===== src/rtl/draw_cmd_pkg.sv =====
// Shared definitions for the draw-command scheduler: opcode map, engine
// indices, command-word field layout, FSM state encoding and opcode decoder.
package draw_cmd_pkg;

  localparam int unsigned NUM_ENG  = 4;

  // Opcode occupies the top OPC_W bits of the command word; HALF_BIT is the
  // "full command" flag for the rectangle/char engines (0 = half-command).
  localparam int unsigned OPC_W    = 4;
  localparam int unsigned HALF_BIT = 0;

  localparam logic [OPC_W-1:0] OP_PIXEL   = 4'h0;
  localparam logic [OPC_W-1:0] OP_RECT_SP = 4'h1;
  localparam logic [OPC_W-1:0] OP_RECT_PX = 4'h9;
  localparam logic [OPC_W-1:0] OP_CHAR    = 4'hA;

  localparam int unsigned ENG_PIXEL   = 0;
  localparam int unsigned ENG_RECT_SP = 1;
  localparam int unsigned ENG_RECT_PX = 2;
  localparam int unsigned ENG_CHAR    = 3;

  typedef enum logic [1:0] {
    S_IDLE  = 2'd0,
    S_RD    = 2'd1,
    S_ISSUE = 2'd2,
    S_BUSY  = 2'd3
  } state_e;

  typedef struct packed {
    logic               known;
    logic               half_ok;
    logic [NUM_ENG-1:0] sel;
  } op_dec_t;

  // Map an opcode onto its engine one-hot; half_ok marks opcodes that honour
  // the half-command bit.
  function automatic op_dec_t decode_op(input logic [OPC_W-1:0] op);
    op_dec_t d;
    d = '0;
    case (op)
      OP_PIXEL: begin
        d.known = 1'b1;
        d.sel[ENG_PIXEL] = 1'b1;
      end
      OP_RECT_SP: begin
        d.known = 1'b1;
        d.sel[ENG_RECT_SP] = 1'b1;
      end
      OP_RECT_PX: begin
        d.known   = 1'b1;
        d.half_ok = 1'b1;
        d.sel[ENG_RECT_PX] = 1'b1;
      end
      OP_CHAR: begin
        d.known   = 1'b1;
        d.half_ok = 1'b1;
        d.sel[ENG_CHAR] = 1'b1;
      end
      default: ;
    endcase
    return d;
  endfunction

endpackage


===== src/rtl/draw_ram_port_mux.sv =====
// Single VGA RAM write port: registers the owning engine's address, data and
// write enable, and flags any write attempt from an engine that is not owner.
module draw_ram_port_mux
  import draw_cmd_pkg::*;
#(
  parameter int ADDR_WIDTH     = 19,
  parameter int COLOR_ID_WIDTH = 8
) (
  input  logic                              clk_i,
  input  logic                              rst_i,
  input  logic [NUM_ENG-1:0]                owner_i,
  input  logic [NUM_ENG*ADDR_WIDTH-1:0]     eng_addr_i,
  input  logic [NUM_ENG*COLOR_ID_WIDTH-1:0] eng_data_i,
  input  logic [NUM_ENG-1:0]                eng_wren_i,
  output logic [ADDR_WIDTH-1:0]             ram_addr_o,
  output logic [COLOR_ID_WIDTH-1:0]         ram_data_o,
  output logic                              ram_wren_o,
  output logic                              wr_err_o
);

  logic [ADDR_WIDTH-1:0]     addr_d, ram_addr_q;
  logic [COLOR_ID_WIDTH-1:0] data_d, ram_data_q;
  logic                      wren_d, ram_wren_q;

  // Select the owner's slice; no owner drives an idle, zeroed bus.
  always_comb begin
    addr_d = '0;
    data_d = '0;
    wren_d = 1'b0;
    for (int unsigned k = 0; k < NUM_ENG; k++) begin
      if (owner_i[k]) begin
        addr_d = eng_addr_i[k*ADDR_WIDTH +: ADDR_WIDTH];
        data_d = eng_data_i[k*COLOR_ID_WIDTH +: COLOR_ID_WIDTH];
        wren_d = eng_wren_i[k];
      end
    end
  end

  assign wr_err_o = |(eng_wren_i & ~owner_i);

  // One-cycle registered RAM port.
  always_ff @(posedge clk_i) begin
    if (rst_i) begin
      ram_addr_q <= '0;
      ram_data_q <= '0;
      ram_wren_q <= 1'b0;
    end else begin
      ram_addr_q <= addr_d;
      ram_data_q <= data_d;
      ram_wren_q <= wren_d;
    end
  end

  assign ram_addr_o = ram_addr_q;
  assign ram_data_o = ram_data_q;
  assign ram_wren_o = ram_wren_q;

endmodule


===== src/rtl/draw_cmd_scheduler.sv =====
// Draw-command scheduler: pops the command FIFO, dispatches each command to
// one of four draw engines, waits for completion and owns the VGA RAM port.
// Optional watchdog on the BUSY wait: define DRAW_WDT_EN (adds err_wdt).
module draw_cmd_scheduler
  import draw_cmd_pkg::*;
#(
  parameter int DATA_WIDTH     = 32,
  parameter int ADDR_WIDTH     = 19,
  parameter int COLOR_ID_WIDTH = 8
`ifdef DRAW_WDT_EN
  ,
  parameter int                    WDT_WIDTH = 16,
  parameter logic [WDT_WIDTH-1:0]  WDT_LIMIT = 16'hFFFF
`endif
) (
  input  logic                              clk,
  input  logic                              rst,
  input  logic                              enb,
  input  logic                              ff_empty,
  output logic                              ff_rden,
  input  logic [DATA_WIDTH-1:0]             ff_rdat,
  input  logic                              ff_rvld,
  output logic [DATA_WIDTH-1:0]             eng_cmd,
  output logic [NUM_ENG-1:0]                eng_vld,
  input  logic [NUM_ENG-1:0]                eng_done,
  input  logic [NUM_ENG*ADDR_WIDTH-1:0]     eng_addr,
  input  logic [NUM_ENG*COLOR_ID_WIDTH-1:0] eng_data,
  input  logic [NUM_ENG-1:0]                eng_wren,
  output logic [ADDR_WIDTH-1:0]             ram_addr,
  output logic [COLOR_ID_WIDTH-1:0]         ram_data,
  output logic                              ram_wren,
  output logic                              busy,
  output logic                              err_opcode,
  output logic                              err_bus
`ifdef DRAW_WDT_EN
  ,
  output logic                              err_wdt
`endif
);

  state_e                  state_q, state_d;
  logic [DATA_WIDTH-1:0]   cmd_q, cmd_d;
  logic [NUM_ENG-1:0]      owner_q, owner_d;
  logic [NUM_ENG-1:0]      cur_owner;
  logic                    err_opcode_q, err_bus_q;
  logic                    op_err_set, bus_err_set, mux_wr_err;
  logic                    half_cmd;
  op_dec_t                 dec;

`ifdef DRAW_WDT_EN
  logic [WDT_WIDTH-1:0]    wdt_q, wdt_d;
  logic                    err_wdt_q, wdt_fire;
`endif

  assign dec      = decode_op(cmd_q[DATA_WIDTH-1 -: OPC_W]);
  assign half_cmd = dec.half_ok & ~cmd_q[HALF_BIT];

  // During ISSUE the strobed engine already counts as owner, so its (illegal)
  // same-cycle done is ignored rather than reported as a bus error.
  assign cur_owner = (state_q == S_ISSUE) ? dec.sel : owner_q;

  // Next-state, FIFO strobe, engine strobe and owner tracking.
  always_comb begin
    state_d    = state_q;
    cmd_d      = cmd_q;
    owner_d    = owner_q;
    ff_rden    = 1'b0;
    eng_vld    = '0;
    op_err_set = 1'b0;
`ifdef DRAW_WDT_EN
    wdt_d      = wdt_q;
    wdt_fire   = 1'b0;
`endif
    case (state_q)
      S_IDLE: begin
        // Owner lingers exactly one cycle into IDLE so a write issued in the
        // done cycle's wake still reaches the RAM port, then it is released.
        owner_d = '0;
        if (enb && !ff_empty) begin
          ff_rden = 1'b1;
          state_d = S_RD;
        end
      end
      S_RD: begin
        if (ff_rvld) begin
          cmd_d   = ff_rdat;
          state_d = S_ISSUE;
        end
      end
      S_ISSUE: begin
        if (dec.known) begin
          eng_vld = dec.sel;
          owner_d = dec.sel;
          state_d = half_cmd ? S_IDLE : S_BUSY;
`ifdef DRAW_WDT_EN
          wdt_d   = '0;
`endif
        end else begin
          op_err_set = 1'b1;
          state_d    = S_IDLE;
        end
      end
      S_BUSY: begin
        if (|(eng_done & owner_q)) begin
          state_d = S_IDLE;
        end
`ifdef DRAW_WDT_EN
        else if (wdt_q == WDT_LIMIT - WDT_WIDTH'(1)) begin
          wdt_fire = 1'b1;
          owner_d  = '0;
          state_d  = S_IDLE;
        end else begin
          wdt_d = wdt_q + WDT_WIDTH'(1);
        end
`endif
      end
      default: state_d = S_IDLE;
    endcase
  end

  // FSM, latched command and owner registers.
  always_ff @(posedge clk) begin
    if (rst) begin
      state_q <= S_IDLE;
      cmd_q   <= '0;
      owner_q <= '0;
`ifdef DRAW_WDT_EN
      wdt_q   <= '0;
`endif
    end else begin
      state_q <= state_d;
      cmd_q   <= cmd_d;
      owner_q <= owner_d;
`ifdef DRAW_WDT_EN
      wdt_q   <= wdt_d;
`endif
    end
  end

  assign bus_err_set = (|(eng_done & ~cur_owner)) | mux_wr_err;

  // Sticky error flags.
  always_ff @(posedge clk) begin
    if (rst) begin
      err_opcode_q <= 1'b0;
      err_bus_q    <= 1'b0;
`ifdef DRAW_WDT_EN
      err_wdt_q    <= 1'b0;
`endif
    end else begin
      if (op_err_set)  err_opcode_q <= 1'b1;
      if (bus_err_set) err_bus_q    <= 1'b1;
`ifdef DRAW_WDT_EN
      if (wdt_fire)    err_wdt_q    <= 1'b1;
`endif
    end
  end

  draw_ram_port_mux #(
    .ADDR_WIDTH     (ADDR_WIDTH),
    .COLOR_ID_WIDTH (COLOR_ID_WIDTH)
  ) u_ram_mux (
    .clk_i      (clk),
    .rst_i      (rst),
    .owner_i    (owner_q),
    .eng_addr_i (eng_addr),
    .eng_data_i (eng_data),
    .eng_wren_i (eng_wren),
    .ram_addr_o (ram_addr),
    .ram_data_o (ram_data),
    .ram_wren_o (ram_wren),
    .wr_err_o   (mux_wr_err)
  );

  assign eng_cmd    = cmd_q;
  assign busy       = (state_q != S_IDLE);
  assign err_opcode = err_opcode_q;
  assign err_bus    = err_bus_q;
`ifdef DRAW_WDT_EN
  assign err_wdt    = err_wdt_q;
`endif

endmodule

===== config.mk =====
export PLATFORM = sky130hd
export DESIGN_NAME = draw_cmd_scheduler
export DESIGN_NICKNAME = d
export VERILOG_FILES = /design/src/rtl/draw_cmd_pkg.sv /design/src/rtl/draw_ram_port_mux.sv /design/src/rtl/draw_cmd_scheduler.sv
export SDC_FILE = /design/constraint.sdc
export NUM_CORES = 1
export LEC_CHECK = 0
export BUFFER_PORTS_ARGS = -buffer_cell sky130_fd_sc_hd__buf_2
export CORE_MARGIN = 1.5
export CORE_UTILIZATION = 44
export DETAILED_ROUTE_END_ITERATION = 8
export PLACE_DENSITY_LB_ADDON = 0.1
export SLEW_MARGIN = 20
export SYNTH_ARGS = -nofsm -noshare
export SYNTH_HDL_FRONTEND = slang
export SYNTH_SLANG_ARGS = --single-unit
export TNS_END_PERCENT = 100

===== constraint.sdc =====
create_clock -name clk -period 2.7 [get_ports clk]
set_input_delay 0.135 -clock clk [delete_from_list [all_inputs] [get_ports clk]]
set_output_delay 0.135 -clock clk [all_outputs]
set_load 0.02 [all_outputs]

# == After elaboration in Yosys (flattened, before gate mapping) ==
# Index checks and enable logic that the tools add are counted.
# classes
n_eq_ne,10
muxes,33
bitwise_logic,8
reduce_logical,14
# ops
operator,count
$mux W19,4
$mux W8,4
$mux W4,4
$reduce_or A4 Y1,4
$mux W1,14
$and A4 B4 Y4,3
$mux W2,5
$eq A4 B4 Y1 const B,2
$ne A2 B2 Y1 const B,4
$not A4 Y4,2
$pmux W2 S4,1
$pmux W4 S2,1
$eq A2 B2 Y1 const B,2
$eq A4 B1 Y1 const B,1
$logic_not A4 Y1,1
$reduce_and A2 Y1,2
$reduce_bool A2 Y1,2
$reduce_and A3 Y1,1
$eq A2 B1 Y1 const B,1
$logic_not A2 Y1,1
$reduce_or A2 Y1,1
$and A1 B1 Y1,1
$logic_and A1 B1 Y1,1
$logic_not A1 Y1,1
other kinds (2),2
# word_totals
ff_bits,68
input_bits,153
out_inout_bits,68
wordCells,73

# == Longest topological paths before layout ==
# depth
depth_word,7
mapped_depth,7

# == Cells and area by module ==
# A second synthesis with hierarchy kept.
# hier_totals
cells_unflattened,377
area_unflattened_um2,3369.5
# modules_own_cells
module,n_inst,cells_each,area_per_inst_um2,seq_area_each_um2
draw_ram_port_mux,1,171,1740.4,560.5
draw_cmd_scheduler,1,206,1629.1,800.8

# == Worst setup path after synthesis ==
# No wires, ideal clock.
# synth_path
path_type,reg-to-reg
from,register cmd_q[30] (netlist: eng_cmd[30])
to,register err_bus_q (netlist: err_bus)
arrival_ps,1668
path_slack_ps,895
stages_incl_launch_ff,6
period_less_slack_ps,1805
path_cell_list,dfxtp_1 > or3b_1 > buf_6 > nor4_2 > nand3b_1 > a41oi_1
# synth_between
elab_chain_cells,7
elab_cells_between_ends,13
classes_between,eq/ne: 3; mux: 5; bitwise: 3; reduce/logical: 2
# synth_rtl
element,line_no,source
from (decl),draw_cmd_scheduler.sv:42,"logic [DATA_WIDTH-1:0] cmd_q, cmd_d;"
from (signal assigned),draw_cmd_scheduler.sv:132,cmd_q <= cmd_d;
"$eq A4 B1 Y1, or another cell as far along",draw_cmd_pkg.sv:40,case (op)
$mux W1,draw_cmd_pkg.sv:40,
$mux W4 *,draw_cmd_scheduler.sv:60,assign cur_owner = (state_q == S_ISSUE) ? dec.sel : owner_q;
$not A4 Y4 *,draw_cmd_scheduler.sv:140,assign bus_err_set = (|(eng_done & ~cur_owner)) | mux_wr_err;
$and A4 B4 Y4 *,draw_cmd_scheduler.sv:140,
$reduce_or A4 Y1 *,draw_cmd_scheduler.sv:140,
$or A1 B1 Y1 *,draw_cmd_scheduler.sv:140,
to (signal assigned),draw_cmd_scheduler.sv:146,err_bus_q <= 1'b0;
to (signal assigned),draw_cmd_scheduler.sv:152,if (bus_err_set) err_bus_q <= 1'b1;
to (decl),draw_cmd_scheduler.sv:45,"logic err_opcode_q, err_bus_q;"
# Mark *: on every way between the ends. The rest lies on a longest branch, timed or not.
# A chain may end at the register's enable or synchronous reset.

# == Final worst setup path ==
# layout_path
from,register owner_q[2]
to,register err_bus_q (netlist: err_bus)
# layout_between
elab_chain_cells,5
elab_cells_between_ends,8
classes_between,mux: 1; bitwise: 5; reduce/logical: 2
# layout_rtl
element,line_no,source
from (decl),draw_cmd_scheduler.sv:43,"logic [NUM_ENG-1:0] owner_q, owner_d;"
from (signal assigned),draw_cmd_scheduler.sv:133,owner_q <= owner_d;
$mux W4,draw_cmd_scheduler.sv:60,
$not A4 Y4,draw_cmd_scheduler.sv:140,
$and A4 B4 Y4,draw_cmd_scheduler.sv:140,
$reduce_or A4 Y1,draw_cmd_scheduler.sv:140,
$or A1 B1 Y1 *,draw_cmd_scheduler.sv:140,
# Marks and branches as above.

==> parameters.txt <==
Parameter                              Value

Die
  Count of boundary I/O pins    221
  Area of the die    7410 um2
  Floorplan core area    6720 um2
  Placement row count    30
  Height of the die    86.1 um
  Horizontal die dimension    86.1 um
  Initial core utilization    0.452

CTS
  H-tree Lvls    3
  Post-CTS setup buffer count    0
  Sink Count    68
  Clock latency reported for the late side of the worst-skew pair    0.35 ns
  TritonCTS clock tree    built
  Number of gates resized after cts    0
  Clock buffer depth    2
  Post-CTS Hold Buffers    0
  Clock buffer count from CTS    9
  Root Buffer    sky130_fd_sc_hd__clkbuf_8
  Post-CTS clock slew at the launch and capture registers of the worst setup and hold paths    0.07 ns

Synthesis
  Adder-cell share of the synthesized area    0
  Library cell with the largest summed area after synthesis    sky130_fd_sc_hd__dfxtp_1
  Net Count, Synth    528
  EDFF count, synth    0
  Gate count after technology mapping    375
  Post-synthesis cell type count    36
  Synthesized-area fraction occupied by and/or/nand/nor cells    0.164
  Share of async-settable or async-resettable flops after synthesis    0
  Compound-Gate Fraction of Synth Area    0.322
  Top area cells in the synthesized netlist    sky130_fd_sc_hd__dfxtp_1, sky130_fd_sc_hd__nand2_1, sky130_fd_sc_hd__a21oi_1
  Register area share after synthesis    0.448
  Synth Warn #    0
  Top_reg_cell synth    sky130_fd_sc_hd__dfxtp_1
  Multiplexer share of the synthesized area    0
  Mean instance size in the synthesized netlist    8.10 um2
  Synthesized flop and latch total    68
  Post-synth design cell area    3040 um2
  Largest family of logic cells by synthesized area    compound AO/OA/AOI/OAI gates
  Yosys top cell area share    0.448
  Synth Area in XOR/XNOR    0.00288

Routing
  Highest routed metal layer    met4
  Met2 WL    4.89 mm
  Final wirelength    10.1 mm
  Final routed DRC violation total    0
  Detailed-routing wirelength on met1    4.11 mm
  Routed wire length per instance    15.3 um
  First-pass iteration count of the detailed router    5
  DRT iter0 DRCs    162
  Met3 routed WL    824 um
  Antenna Nets Post-Route    0
  Via count    3542
  Drt via density    5.35

Place
  Port Buf Inserts    220
  Final GP Congestion    0.797
  Hpwl dp    7.35 mm
  Worst setup slack after placement    0.705 ns

Timing
  Final worst slack    0.666 ns
  Period Utilization, post-route    0.753
  Hold Vio Cnt, Final    0
  Setup repair after global routing missed its margin    no
  Transition time at the pin with the least slew margin    0.964 ns
  Number of failing setup endpoints in the final timing report    0
  Tmin final    2.03 ns
  Post-Route Skew    0.0112 ns
  Final total negative setup slack    0 ns
  Max frequency    0.492 GHz
  Max transition margin    0.357
  Final number of max-transition violations    0

Critical path
  Kind of start point of the critical path    register
  Data required time of the critical path    2.89 ns
  Capturing element type of the critical path    register
  Critical path start-end classification    register to register
  Beginning of the worst register-to-register path    owner_q[2]$_SDFFE_PP0P_
  Worst Path Arrival    2.22 ns
  Source of the critical timing path    owner_q[2]$_SDFFE_PP0P_
  CP max FO    30

Hold path
  Worst min-delay path category    input port to register
  Worst hold start    ff_rdat[12]

Final layout
  Fraction of layout instances using a drive strength above 1    0.430
  Count of fill cells added during filler insertion    606
  Antenna cell count    0
  Final cell utilization of the core    0.654
  Most frequent standard cell in the layout excluding fill and tap cells    sky130_fd_sc_hd__buf_2
  Number of nets in the final layout    730
  Area growth, synth to finish    44.7%
  Most frequent cells in the layout    sky130_fd_sc_hd__buf_2, sky130_fd_sc_hd__nand2_1, sky130_fd_sc_hd__a21oi_1, sky130_fd_sc_hd__dfxtp_1, sky130_fd_sc_hd__o211ai_1

Power
  Power Dens Cells    573 nW/um2
  Leakage dissipation    0.00204 uW
  Largest voltage drop on the vdd net    0.326 mV

GRT
  Antenna violations before repair    0
  First-pass GRT wire length    14.9 mm
  Via count of the first global-routing pass    3230
  Overall global routing resource usage    0.255
  Pin count of the biggest net entering global routing    40
  Remaining global-route overflow    0

Run status
  Outcome    complete, no violations

Flow run
  Max-capacitance violation count    0
==> cell usage after synthesis (2+ instances only) <==
cell and count:
sky130_fd_sc_hd__nand2_1 95, sky130_fd_sc_hd__inv_1 8, sky130_fd_sc_hd__clkbuf_1 30, sky130_fd_sc_hd__o21ai_0 3, sky130_fd_sc_hd__nor2_1 5, sky130_fd_sc_hd__o211ai_1 32, sky130_fd_sc_hd__nand3b_1 2, sky130_fd_sc_hd__nand2b_1 3
sky130_fd_sc_hd__buf_2 4, sky130_fd_sc_hd__nor2b_1 2, sky130_fd_sc_hd__a21oi_1 70, sky130_fd_sc_hd__a221o_1 28, sky130_fd_sc_hd__buf_4 2, sky130_fd_sc_hd__dfxtp_1 68, sky130_fd_sc_hd__a222oi_1 2
==> metal layers <==
metal / vias to the layer above / global-route usage
met2: 170 / 0.440
met5: - / 0
met4: 0 / 0.117
met1: 1595 / 0.290
met3: 28 / 0.0789
li1: 1749 / -
==> critical path, stage by stage (launching register included) <==
cell                       delay, ns
sky130_fd_sc_hd__dfxtp_1        0.62
sky130_fd_sc_hd__inv_1          0.57
sky130_fd_sc_hd__a222oi_1       0.40
sky130_fd_sc_hd__and2_0         0.18
sky130_fd_sc_hd__a41oi_1        0.11
==> flip-flops by register name, summed over array words and instances, names as in the netlist <==
name and flops:
u_ram_mux.ram_addr_o 19, err_opcode 1, eng_cmd 32, u_ram_mux.ram_data_o 8, owner_q 4, err_bus 1
u_ram_mux.ram_wren_o 1, state_q 2
==> power breakdown <==
part | total [uW] | internal [uW] | switching [uW] | leakage [uW]
sequential | 1080 | 1050 | 33.7 | 0.000551
clock | 1040 | 638 | 405 | 0.000122
combinational | 398 | 179 | 220 | 0.00136
total | 2520 | 1860 | 658 | 0.00204
==> per-stage QoR <==
stage / area, um2 / power (uW) / hold WS, ns / instances
floorplan: 3040 / 1320 / 0.271 / 375
global placement: 4150 / 1490 / 0.375 / 646
detailed placement: 4150 / 1500 / 0.380 / 646
CTS: 4400 / 2540 / 0.00436 / 662
global route: 4400 / 2620 / 0.00188 / 662
finish: 4400 / 2520 / 0.0136 / 662
==> final cells by class <==
type	count	area, um2	area share
clock inverters	6	111	0.0253
clock buffers	10	138	0.0313
repair buffers	229	1170	0.266
inverters	8	30.0	0.00683
multi-input cells	261	1490	0.338
well taps	80	100	0.0228
flip-flops and latches	68	1360	0.310
==> kinds of logic (layout without fill, tap and decap cells) <==
kind of cell,count (synthesis),in the layout
DFF,68,68
AOI/OAI and AO/OA,144,144
and+or+nand+nor,116,116
xor gates and xnor gates,1,1
buffers and inverters,46,253
==> final timing paths <==
path,endpoint,slack (ns),cells after the start
max,err_bus$_SDFFE_PP0P_,0.67,4
min reg2reg,eng_cmd[2]$_SDFFE_PP0P_,0.45,2
min,eng_cmd[12]$_SDFFE_PP0P_,0.01,3
max reg2reg,err_bus$_SDFFE_PP0P_,0.67,4
No activity file was read; power rests on OpenSTA's default activity.
